===== src/rtl/psw_chain_responder.sv =====
// -----------------------------------------------------------------------------
// psw_chain_responder
//
// Power-switch side responder for the APC power-switch handshake. Each domain
// has a request level (enable_PD_send) from the always-on power controller.
// The responder drives the switch-cell chain enables (psw_en). Once a chain
// has settled, it returns the settled level on enable_PD_ack.
//
// Transitions are served one domain at a time to bound in-rush current. The
// lowest pending index wins, and there is no preemption. Each transition
// holds psw_en for RAMP_CYC cycles before the ack follows it. At least one
// idle cycle separates consecutive transitions.
//
// Optional build macro:
//   PSW_FAST_OFF_EN - power-down transitions skip the ramp. psw_en and ack
//                     both drop at the selecting edge, and busy stays low.
//
// Ports:
//   clk            in   clock
//   rst            in   synchronous reset, active-high
//   enable_PD_send in   [N_DOM] per-domain request level (1 = on, 0 = off)
//   enable_PD_ack  out  [N_DOM] per-domain settled switch state
//   psw_en         out  [N_DOM] switch-cell chain enables
//   busy           out  high while a ramp is in progress
//   active_dom     out  index of the domain in transition, 0 when idle
// -----------------------------------------------------------------------------
module psw_chain_responder #(
  parameter  int N_DOM    = 3,
  parameter  int RAMP_CYC = 16,
  parameter  int CNT_W    = 5,
  localparam int AW       = (N_DOM > 1) ? $clog2(N_DOM) : 1
) (
  input  logic             clk,
  input  logic             rst,
  input  logic [N_DOM-1:0] enable_PD_send,
  output logic [N_DOM-1:0] enable_PD_ack,
  output logic [N_DOM-1:0] psw_en,
  output logic             busy,
  output logic [AW-1:0]    active_dom
);

  typedef enum logic {
    IDLE = 1'b0,
    RAMP = 1'b1
  } state_t;

  state_t           r_state, w_state_nxt;
  logic [N_DOM-1:0] r_psw, w_psw_nxt;
  logic [N_DOM-1:0] r_ack, w_ack_nxt;
  logic             r_busy, w_busy_nxt;
  logic [AW-1:0]    r_dom, w_dom_nxt;
  logic [CNT_W-1:0] r_cnt, w_cnt_nxt;

  logic [N_DOM-1:0] w_pend;
  logic [N_DOM-1:0] w_sel_oh;
  logic [N_DOM-1:0] w_act_oh;
  logic [AW-1:0]    w_sel;
  logic             w_sel_vld;
  logic             w_tgt;

  // A domain is pending while its request differs from its settled state.
  assign w_pend    = enable_PD_send ^ r_ack;
  assign w_sel_vld = |w_pend;

  // Isolate the lowest set bit of the pending vector. This is the
  // fixed-priority one-hot pick.
  assign w_sel_oh  = w_pend & (~w_pend + 1'b1);
  assign w_tgt     = |(enable_PD_send & w_sel_oh);

  // Encode the pick as an index. Scan from high to low so that the lowest
  // pending index is the last assignment and wins.
  always_comb begin
    w_sel = '0;
    for (int unsigned k = N_DOM; k > 0; k--) begin
      if (w_pend[k-1]) begin
        w_sel = AW'(k - 1);
      end
    end
  end

  // One-hot mask of the domain currently ramping. It is used to copy that
  // domain's psw_en into its ack at the end of the ramp.
  always_comb begin
    w_act_oh = '0;
    for (int unsigned k = 0; k < N_DOM; k++) begin
      w_act_oh[k] = (AW'(k) == r_dom);
    end
  end

  // Next-state and output-register logic.
  always_comb begin
    w_state_nxt = r_state;
    w_psw_nxt   = r_psw;
    w_ack_nxt   = r_ack;
    w_busy_nxt  = r_busy;
    w_dom_nxt   = r_dom;
    w_cnt_nxt   = r_cnt;

    case (r_state)
      IDLE: begin
        if (w_sel_vld) begin
`ifdef PSW_FAST_OFF_EN
          if (!w_tgt) begin
            // Power-down completes in place: no ramp, no busy.
            w_psw_nxt = r_psw & ~w_sel_oh;
            w_ack_nxt = r_ack & ~w_sel_oh;
          end else
`endif
          begin
            w_psw_nxt   = (r_psw & ~w_sel_oh) | (w_tgt ? w_sel_oh : '0);
            w_dom_nxt   = w_sel;
            w_cnt_nxt   = CNT_W'(RAMP_CYC - 1);
            w_busy_nxt  = 1'b1;
            w_state_nxt = RAMP;
          end
        end
      end

      RAMP: begin
        if (r_cnt != '0) begin
          w_cnt_nxt = r_cnt - 1'b1;
        end else begin
          // The ack follows the latched target, not the live request. A
          // request withdrawn mid-ramp is picked up again from IDLE.
          w_ack_nxt   = (r_ack & ~w_act_oh) | (r_psw & w_act_oh);
          w_busy_nxt  = 1'b0;
          w_dom_nxt   = '0;
          w_state_nxt = IDLE;
        end
      end

      default: begin
        w_state_nxt = IDLE;
      end
    endcase
  end

  always_ff @(posedge clk) begin
    if (rst) begin
      r_state <= IDLE;
      r_psw   <= '0;
      r_ack   <= '0;
      r_busy  <= 1'b0;
      r_dom   <= '0;
      r_cnt   <= '0;
    end else begin
      r_state <= w_state_nxt;
      r_psw   <= w_psw_nxt;
      r_ack   <= w_ack_nxt;
      r_busy  <= w_busy_nxt;
      r_dom   <= w_dom_nxt;
      r_cnt   <= w_cnt_nxt;
    end
  end

  assign enable_PD_ack = r_ack;
  assign psw_en        = r_psw;
  assign busy          = r_busy;
  assign active_dom    = r_dom;

endmodule


===== config.mk =====
export PLATFORM = sky130hd
export DESIGN_NAME = psw_chain_responder
export DESIGN_NICKNAME = d
export VERILOG_FILES = /design/src/rtl/psw_chain_responder.sv
export SDC_FILE = /design/constraint.sdc
export NUM_CORES = 1
export LEC_CHECK = 0
export CAP_MARGIN = 20
export CORE_AREA = 2 2 44 46
export CTS_CLUSTER_SIZE = 30
export DETAILED_ROUTE_END_ITERATION = 8
export DIE_AREA = 0 0 46 48
export PLACE_DENSITY = 0.68
export SLEW_MARGIN = 10
export SYNTH_ARGS = -nofsm -noshare
export SYNTH_HDL_FRONTEND = slang
export SYNTH_SLANG_ARGS = --single-unit
export TNS_END_PERCENT = 50

===== constraint.sdc =====
create_clock -name clk -period 4.32 [get_ports clk]
set_clock_uncertainty 0.05 [all_clocks]
set_input_delay 1.08 -clock clk [delete_from_list [all_inputs] [get_ports clk]]
set_output_delay 1.08 -clock clk [all_outputs]
set_load 0.005 [all_outputs]

==> results by group, run 1 <==
Final layout
  – Most frequent cells in the layout: dfxtp_1 (15), clkdlybuf4s50_1 (13), inv_1 (8), nor2_1 (8), a21oi_1 (6)
  – Layout Nets: 104
  – # diodes: 0
  – Layout fillers: 164
  – Share of cells above drive strength 1: 0.0833
  – Multi-input logic area: 403 sq um
  – Most common cell after layout, fill and taps aside: dfxtp_1
  – Area grow syn2layout: 23.0%
  – FF+latch area: 300 sq um

Setup path
  – Startpoint Class: input pin
  – Register-to-Register Path Depth: 6
  – R2r setup slk: 2.56 ns
  – Crit Path Max Fanout: 6
  – CP Capture Type: flip-flop
  – WP data required: 4.48 ns
  – WP data arrival: 2.73 ns
  – Worst r2r dst: r_cnt[3]
  – CP Class: in2reg

STA
  – Setup TNS: 0 ns
  – Relative slew slack: 0.621
  – Fin crit share: 0.595
  – Worst Max-Slew Pin Slew: 0.567 ns
  – Worst Slack Setup Final: 1.75 ns
  – Maximum operating frequency: 389 MHz
  – Final setup fails: 0
  – Final Hold Vio Count: 0
  – Final Max Tran Viols: 0
  – Unrepaired setup endpoints after global routing: no
  – Hold_ws: 0.449 ns
  – Final Critical Period: 2.57 ns

Clock tree
  – TritonCTS clock tree: done
  – TritonCTS Buffers: 3
  – Resized Gates After CTS: 0
  – Postcts setup bufs: 0
  – H-tree levels: 1
  – Worst-Skew Late Latency: 0.29 ns
  – Hold buffer count at CTS: 0
  – CTS clock-pin slew for the worst setup and hold paths: 0.08 ns
  – Deepest clock path buffer count: 2
  – Root buffer cell: clkbuf_4
  – Clock sink count: 15

Floorplan
  – Starting Density: 0.439
  – Core Footprint: 0.00169 sq mm
  – Row Count: 15
  – Width of the die: 46 microns
  – Die H: 48 microns
  – Die ar.: 0.00221 sq mm
  – I/O Pins: 14

Logic synthesis
  – Syn Inst Count: 81
  – Compound-gate portion of the synthesized area: 0.201
  – Synthesized area: 741 sq um
  – Mux contribution to synthesized area: 0.0405
  – Synth Area in Simple Gates: 0.221
  – XOR/XNOR Fraction of Synth Area: 0.0338
  – Number of synthesized register bits: 15
  – Count of cell types in the netlist: 31
  – Asr flop ratio synth: 0
  – Synth Flop Type: dfxtp_1
  – Post-synth EDFFs: 0
  – Post-synthesis net count: 88
  – Syn Area/Cell: 9.14 sq um
  – Main combinational cell family by area after synthesis: simple AND/OR/NAND/NOR gates
  – Sequential fraction of the synthesis area: 0.405
  – Yosys warning total: 0
  – Adder-Cell Fraction of Synth Area: 0.0473

GRT
  – Largest net degree at the start of global routing: 16
  – Gr usage total: 0.152
  – Initial antenna violation count: 0
  – Global-route wire length before repair: 2220 microns
  – GRT met3 Usage: 0.0340
  – GR Overflow Total: 0
  – Met1 Usage GRT: 0.198
  – Met2 usage: 0.206
  – Busiest grt layer: met2
  – Vias in the first global route: 494

Placed design
  – Estimated wirelength of the detail-placed design: 1040 microns
  – Routability cong.: 0.780
  – Pre-CTS WS: 1.44 ns
  – PortBufs: 13

Hold path
  – Worst hold path depth: 2
  – Worst hold path startpoint: r_cnt[2]
  – Hold Crit Endpoint: r_cnt[2]
  – Worst hold path class: reg2reg

Power
  – Pwr/cell area: 335 mW/mm^2
  – LEAKAGE: 0.324 nW
  – Peak VDD IR: 159 uV

Route
  – Detailed Routing Iterations Pass 1: 4
  – DRC: 0
  – Remaining antenna violation count after routing: 0
  – Final WL: 1440 microns
  – Iter 0 DRT Violations: 6
  – DR vias: 614
  – Wire length per cell: 12.8 microns
  – Via count normalized by instance count: 5.43

Run
  – Max-Cap Viols: 0

Status
  – Status: finished, final reports clean
-- critical path, stage by stage --
cell,delay (ns)
clkdlybuf4s50_1,0.40
ha_1,0.37
and2b_1,0.25
a32oi_4,0.31
a21oi_2,0.09
a311oi_2,0.22
-- through the flow --
| stage | area [sq um] | utilization | std cells | power [mW] |
|---|---|---|---|---|
| global route | 911 | 0.539 | 113 | 0.322 |
| global placement | 885 | 0.524 | 109 | 0.225 |
| CTS | 911 | 0.539 | 113 | 0.308 |
| finish | 911 | 0.539 | 113 | 0.305 |
| detailed placement | 885 | 0.524 | 109 | 0.226 |
| floorplan | 741 | - | 81 | 0.205 |
-- per-layer routing --
| metal | vias up | share of wire |
|---|---|---|
| li1 | 323 | - |
| met1 | 272 | 0.51 |
| met2 | 14 | 0.41 |
| met3 | 5 | 0.039 |
| met4 | 0 | 0.040 |
| met5 | - | 0 |
-- kinds of logic after synthesis --
logic type,Yosys count
fa+ha+maj,3
mux,3
xor+xnor,2
simple gates,30
buf+inv,10
compound gates,18
flops,15
-- cell usage after synthesis (2+ instances only) --
cell type / count / share of area
a21oi_1: 6 / 0.041
a311oi_1: 2 / 0.024
clkbuf_1: 2 / 0.010
dfxtp_1: 15 / 0.41
ha_1: 2 / 0.034
inv_1: 8 / 0.041
mux2i_1: 3 / 0.041
nand2_1: 5 / 0.025
nand2b_1: 2 / 0.017
nand3_1: 2 / 0.014
nor2_1: 8 / 0.041
nor2b_1: 3 / 0.025
nor3_1: 2 / 0.014
nor4_1: 3 / 0.025
o21ai_0: 2 / 0.014
-- cell type report --
type,instances,area share
Clock buffer,4,0.0288
Sequential cell,15,0.330
Multi-Input combinational cell,56,0.442
Tap cell,17,0.0234
Inverter,8,0.0330
Timing Repair Buffer,13,0.143
-- where the power goes --
group          leakage (nW)  internal, mW  switching, mW
Clock                0.0150        0.0360         0.0461
Combinational         0.186        0.0324         0.0292
Sequential            0.123         0.149         0.0123
-- how the worst max path moves through the flow --
stage	start	endpoint	slack (ns)	cells past startpoint
6_report	enable_PD_send[0]	r_cnt[3]	1.75	6
5_1_grt	enable_PD_send[0]	r_cnt[1]	1.65	6
4_1_cts	enable_PD_send[0]	r_cnt[3]	1.76	6
3_5_place_dp	enable_PD_send[0]	r_cnt[3]	1.44	6
3_3_place_gp	enable_PD_send[0]	r_cnt[3]	1.49	6
2_1_floorplan	enable_PD_send[0]	r_cnt[3]	1.98	5
Note: power is estimated with default switching activity, not from simulation.
==> run 2: changes to the inputs <==
- CORE_AREA: 2 2 44 46 -> 2 2 45 47
- DIE_AREA: 0 0 46 48 -> 0 0 47 49
- clock period: 4.32 -> 2.11 ns (I/O delays scaled with it)
==> run 2 against run 1 <==
  * First-iteration DRC count did not move
  * Power rose by 110%
  * Clock power rose by 100%
  * Die area rose by 4.3%
  * Flip-flop and latch count did not move
  * Combinational power rose by 130%
  * Largest cell class unchanged
  * Largest power group unchanged
  * Highest routed layer unchanged
==> results by group, run 2 (synthesized netlist as in run 1, its figures left out) <==
Clock tree
  – H-tree levels: 1 (unchanged)
  – CTS clock-pin slew for the worst setup and hold paths: 0.09 ns (about the same)
  – Resized Gates After CTS: 0 (unchanged)
  – Postcts setup bufs: 0 (unchanged)
  – Root buffer cell: clkbuf_4
  – Worst-Skew Late Latency: 0.29 ns (about the same)
  – Hold buffer count at CTS: 0 (unchanged)
  – TritonCTS Buffers: 3 (unchanged)
  – Deepest clock path buffer count: 2 (unchanged)
  – TritonCTS clock tree: done
  – Clock sink count: 15 (unchanged)

Setup path
  – R2r setup slk: 0.48 ns (-2.08 ns)
  – Reg2reg start: r_cnt[0]
  – Register-to-Register Path Depth: 6 (unchanged)
  – WP data required: 2.27 ns (-2.21 ns)
  – Startpoint Class: input pin
  – WP data arrival: 2.06 ns (-0.67 ns)
  – Crit Path Max Fanout: 4 (-2)
  – CP Capture Type: flip-flop
  – Worst r2r dst: r_cnt[3]
  – CP Class: in2reg

STA
  – Final Critical Period: 1.90 ns
  – Worst Max-Slew Pin Slew: 0.563 ns (-0.00421 ns)
  – Setup TNS: 0 ns (unchanged)
  – Relative slew slack: 0.623 (+0.00281)
  – Final setup fails: 0 (unchanged)
  – Fin crit share: 0.900
  – Unrepaired setup endpoints after global routing: no
  – Maximum operating frequency: 526 MHz
  – Final Hold Vio Count: 0 (unchanged)
  – Final Max Tran Viols: 0 (unchanged)

Power
  – Switching Fraction: 0.282 (-0.00510)
  – Clock network fraction of total power: 0.261 (-0.008)
  – P_sw: 179 uW (+100%)
  – Part of the power in combinational logic: 0.226 (+0.024)
  – Pwr/cell area: 659 mW/mm^2 (+97%)
  – LEAKAGE: 0.348 nW (+7.4%)
  – Internal power: 455 uW (+110%)
  – Sequential power share: 0.513 (-0.016)
  – Peak VDD IR: 404 uV (+150%)
  – Tot Pwr: 634 uW (+110%)

GRT
  – Gr usage total: 0.159 (+0.00720)
  – Initial antenna violation count: 0 (unchanged)
  – GR Overflow Total: 0 (unchanged)
  – Global-route wire length before repair: 2650 microns (+19%)
  – Largest net degree at the start of global routing: 16 (unchanged)
  – Vias in the first global route: 618 (+25%)

Final layout
  – Most frequent cells in the layout: dfxtp_1 (15), clkdlybuf4s50_1 (13), inv_1 (8), nor2_1 (8), a21oi_1 (6)
  – Share of cells above drive strength 1: 0.129 (+0.0454)
  – Non-filler cells, final: 128 (+13%)
  – Area grow syn2layout: 29.7%
  – # diodes: 0 (unchanged)
  – Layout Nets: 109 (+4.8%)
  – Most common cell after layout, fill and taps aside: dfxtp_1

Hold path
  – Worst hold path class: reg2reg
  – Worst hold path depth: 2 (unchanged)

Route
  – Via count normalized by instance count: 4.93 (-9.3%)
  – DR vias: 631 (+2.8%)
  – Wire length per cell: 11.4 microns (-11%)
  – Iter 0 DRT Violations: 6 (unchanged)
  – Detailed Routing Iterations Pass 1: 4 (unchanged)
  – Remaining antenna violation count after routing: 0 (unchanged)
  – Final WL: 1460 microns (+1.3%)
  – DRC: 0 (unchanged)

Placed design
  – PortBufs: 13 (unchanged)
  – Placed Cells: 124 (+14%)
  – Estimated wirelength of the detail-placed design: 1100 microns (+6.0%)
  – Routability cong.: 0.793 (+1.7%)

Floorplan
  – Row Count: 16 (+1)
  – Die H: 49 microns (+2.1%)
  – Width of the die: 47 microns (+2.2%)
  – Die ar.: 0.00230 sq mm (+4.3%)
  – I/O Pins: 14 (unchanged)
  – Core Footprint: 0.00184 sq mm (+9.0%)
  – Starting Density: 0.402 (-0.0363)

Status
  – Status: finished, final reports clean

Run
  – Max-Cap Viols: 0 (unchanged)
## run 2: final cells by class
| type | count | area [sq um] |
|---|---|---|
| Sequential cell | 15 | 300 |
| Tap cell | 27 | 33.8 |
| Clock buffer | 4 | 26.3 |
| Inverter | 8 | 30.0 |
| Fill cell | 185 | 881 |
| Multi-Input combinational cell | 56 | 403 |
| Timing Repair Buffer | 18 | 168 |
## run 2: worst max-delay path by stage
stage                 startpoint  endpoint  slack (ns)  depth (start not counted)
3_5_place_dp   enable_PD_send[0]  r_cnt[3]       -0.10                          6
3_3_place_gp   enable_PD_send[0]  r_cnt[3]       -0.07                          6
4_1_cts        enable_PD_send[0]  r_cnt[3]        0.21                          6
5_1_grt        enable_PD_send[0]  r_cnt[1]        0.11                          6
2_1_floorplan  enable_PD_send[0]  r_cnt[3]        0.33                          5
6_report       enable_PD_send[0]  r_cnt[3]        0.21                          6
## run 2: power by group through the flow
| stage | sequential, mW | clock, mW | combinational (mW) |
|---|---|---|---|
| floorplan | 0.328 | 0 | 0.0909 |
| global placement | 0.331 | 0 | 0.141 |
| detailed placement | 0.331 | 0 | 0.144 |
| CTS | 0.325 | 0.173 | 0.144 |
| global route | 0.329 | 0.182 | 0.162 |
| finish | 0.325 | 0.166 | 0.143 |
## run 2: through the flow
step	hold slack [ns]	cell area, sq um	setup slack [ns]	utilization
4_1_cts	0.447	961	0.206	0.522
5_1_grt	0.476	961	0.110	0.522
3_3_place_gp	0.423	935	-0.0699	0.507
3_5_place_dp	0.433	935	-0.101	0.507
2_1_floorplan	0.416	741	0.325	-
6_report	0.443	961	0.210	0.522
## run 2: worst max-delay path, stage by stage
cell	delay, ns
clkdlybuf4s50_1	0.40
ha_1	0.31
and2b_1	0.22
a32oi_4	0.28
a21oi_2	0.09
a311oi_2	0.23
## run 2: metal layers
layer | wire length (microns) | global-route usage | vias up
li1 | - | - | 329
met1 | 716 | 0.212 | 285
met2 | 630 | 0.226 | 13
met3 | 78 | 0.0556 | 4
met4 | 37 | 0.0694 | 0
met5 | 0 | 0 | -
==> run 3: changes to the inputs <==
- CORE_AREA: 2 2 45 47 -> 2 2 44 46
- DIE_AREA: 0 0 47 49 -> 0 0 46 48
- DONT_BUFFER_PORTS: not set -> 1
- PLACE_DENSITY: 0.68 -> not set
==> run 3 against run 2 <==
  * Highest routed layer unchanged
  * Critical endpoint unchanged
  * First-iteration DRC count grew 100%
  * Utilization shrank 5.5 points
  * Flip-flop and latch count is the same
  * Worst setup slack gained 0.12 ns
  * Routed wire length shrank 4.0%
==> results by group, run 3 (synthesized netlist as in run 1, its figures left out) <==
Status
  – Status: finished, final reports clean

Clock tree
  – Clock sink count: 15 (unchanged)
  – H-tree levels: 1 (unchanged)
  – Postcts setup bufs: 0 (unchanged)
  – Resized Gates After CTS: 0 (unchanged)
  – CTS clock-pin slew for the worst setup and hold paths: 0.09 ns (about the same)
  – TritonCTS Buffers: 3 (unchanged)
  – Hold buffer count at CTS: 0 (unchanged)
  – Deepest clock path buffer count: 2 (unchanged)
  – Root buffer cell: clkbuf_4
  – TritonCTS clock tree: done
  – Worst-Skew Late Latency: 0.29 ns (about the same)

STA
  – Final setup fails: 0 (unchanged)
  – Worst Max-Slew Pin Slew: 0.471 ns (-0.0922 ns)
  – Relative slew slack: 0.684 (+0.0604)
  – Hold_ws: 0.239 ns (-0.204 ns)
  – Unrepaired setup endpoints after global routing: no
  – Final Hold Vio Count: 0 (unchanged)
  – Maximum operating frequency: 562 MHz (+6.8%)
  – Final Max Tran Viols: 0 (unchanged)
  – Setup TNS: 0 ns (unchanged)
  – Fin crit share: 0.843 (-0.0571)
  – Final Critical Period: 1.78 ns (-0.120 ns)

Final layout
  – Most frequent cells in the layout: dfxtp_1 (15), inv_1 (8), nor2_1 (8)
  – Area grow syn2layout: 6.42%
  – # diodes: 0 (unchanged)
  – Fin area: 788 sq um (-18%)
  – Most common cell after layout, fill and taps aside: dfxtp_1
  – Share of cells above drive strength 1: 0.107 (-0.0216)
  – End-of-flow core utilization: 0.467 (-0.0551)
  – Layout fillers: 172 (-7.0%)
  – Non-filler cells, final: 101 (-21%)
  – Layout Nets: 92 (-16%)

Floorplan
  – Row Count: 15 (-1)
  – Starting Density: 0.439 (+0.0363)
  – I/O Pins: 14 (unchanged)
  – Width of the die: 46 microns (-2.1%)
  – Die H: 48 microns (-2.0%)
  – Core Footprint: 0.00169 sq mm (-8.3%)
  – Die ar.: 0.00221 sq mm (-4.1%)

Setup path
  – CP Capture Type: flip-flop
  – Slowest cell on the critical path: dfxtp_1
  – WP data arrival: 1.94 ns (-0.12 ns)
  – CP Class: reg2reg
  – Crit Path Max Fanout: 6 (+2)
  – Startpoint Class: flip-flop
  – Critical-path cell list: inv_1 -> ha_1 -> and2b_1 -> a32oi_4 -> a21oi_2 -> a311oi_2
  – WP data required: 2.27 ns (about the same)
  – Crit-path max cell delay: 0.38 ns (-0.02 ns)

Placed design
  – Placed Cells: 97 (-22%)
  – PortBufs: 0 (-13)
  – Estimated wirelength of the detail-placed design: 1020 microns (-7.3%)
  – Routability cong.: 0.825 (+4.1%)
  – Placed Area: 762 sq um (-18%)

Route
  – Via count normalized by instance count: 5.72 (+16%)
  – Iter 0 DRT Violations: 12 (+6)
  – DRC: 0 (unchanged)
  – Final WL: 1400 microns (-4.0%)
  – Wire length per cell: 13.9 microns (+22%)
  – DR vias: 578 (-8.4%)
  – Detailed Routing Iterations Pass 1: 4 (unchanged)
  – Remaining antenna violation count after routing: 0 (unchanged)

Power
  – Peak VDD IR: 343 uV (-15%)
  – Pwr/cell area: 760 mW/mm^2 (+15%)
  – LEAKAGE: 0.282 nW (-19%)

GRT
  – Vias in the first global route: 493 (-20%)
  – Gr usage total: 0.149 (-0.00955)
  – Largest net degree at the start of global routing: 16 (unchanged)
  – Initial antenna violation count: 0 (unchanged)
  – Global-route wire length before repair: 2250 microns (-15%)
  – GR Overflow Total: 0 (unchanged)

Run
  – Max-Cap Viols: 0 (unchanged)

Hold path
  – Worst hold path class: in2reg
==> run 3: cell count changes in the layout (fill, tap and decap cells not counted), sizes merged <==
cell and delta:
clkdlybuf4s50 -13, buf -4
==> run 3: layout make-up <==
| class | instances | area [sq um] | share of cell area |
|---|---|---|---|
| timing repair buffer | 1 | 7.51 | 0.00952 |
| tap | 17 | 21.3 | 0.0270 |
| sequential | 15 | 300 | 0.381 |
| inverter | 8 | 30.0 | 0.0381 |
| clock buffer | 4 | 26.3 | 0.0333 |
| multi-input combinational | 56 | 403 | 0.511 |
==> run 3: power breakdown <==
part	internal [mW]	switching, mW
clock network	0.0736	0.0937
registers	0.305	0.0241
logic	0.0507	0.0516
==> run 3: routing by layer <==
metal / share of wire / track usage
met5: 0 / 0
met4: 0.019 / 0.0686
met1: 0.52 / 0.195
met3: 0.061 / 0.0679
met2: 0.40 / 0.208
==> run 3: worst paths after layout <==
kind | from | endpoint | slack (ns) | cells past startpoint
setup / recovery | flip-flop | r_cnt[3] | 0.33 | 6
setup reg to reg | flip-flop | r_cnt[3] | 0.33 | 6
hold reg to reg | r_cnt[2] | r_cnt[2] | 0.44 | 2
hold / removal | rst | r_cnt[3] | 0.24 | 1
==> run 3: critical path: cells and delay by family, from the launching register on <==
kind,cells,cell delay (ns)
flip-flops,1,0.38
AO/OA/AOI/OAI,3,0.62
adder cells (fa/ha/maj),1,0.35
buffers and inverters,1,0.06
AND/OR/NAND/NOR,1,0.25
==> run 3: stage by stage <==
stage	total power [mW]	setup slack, ns
after floorplan	0.419	0.325
after global placement	0.437	0.248
after detailed placement	0.438	0.212
after CTS	0.604	0.328
after global routing	0.634	0.211
final	0.599	0.331
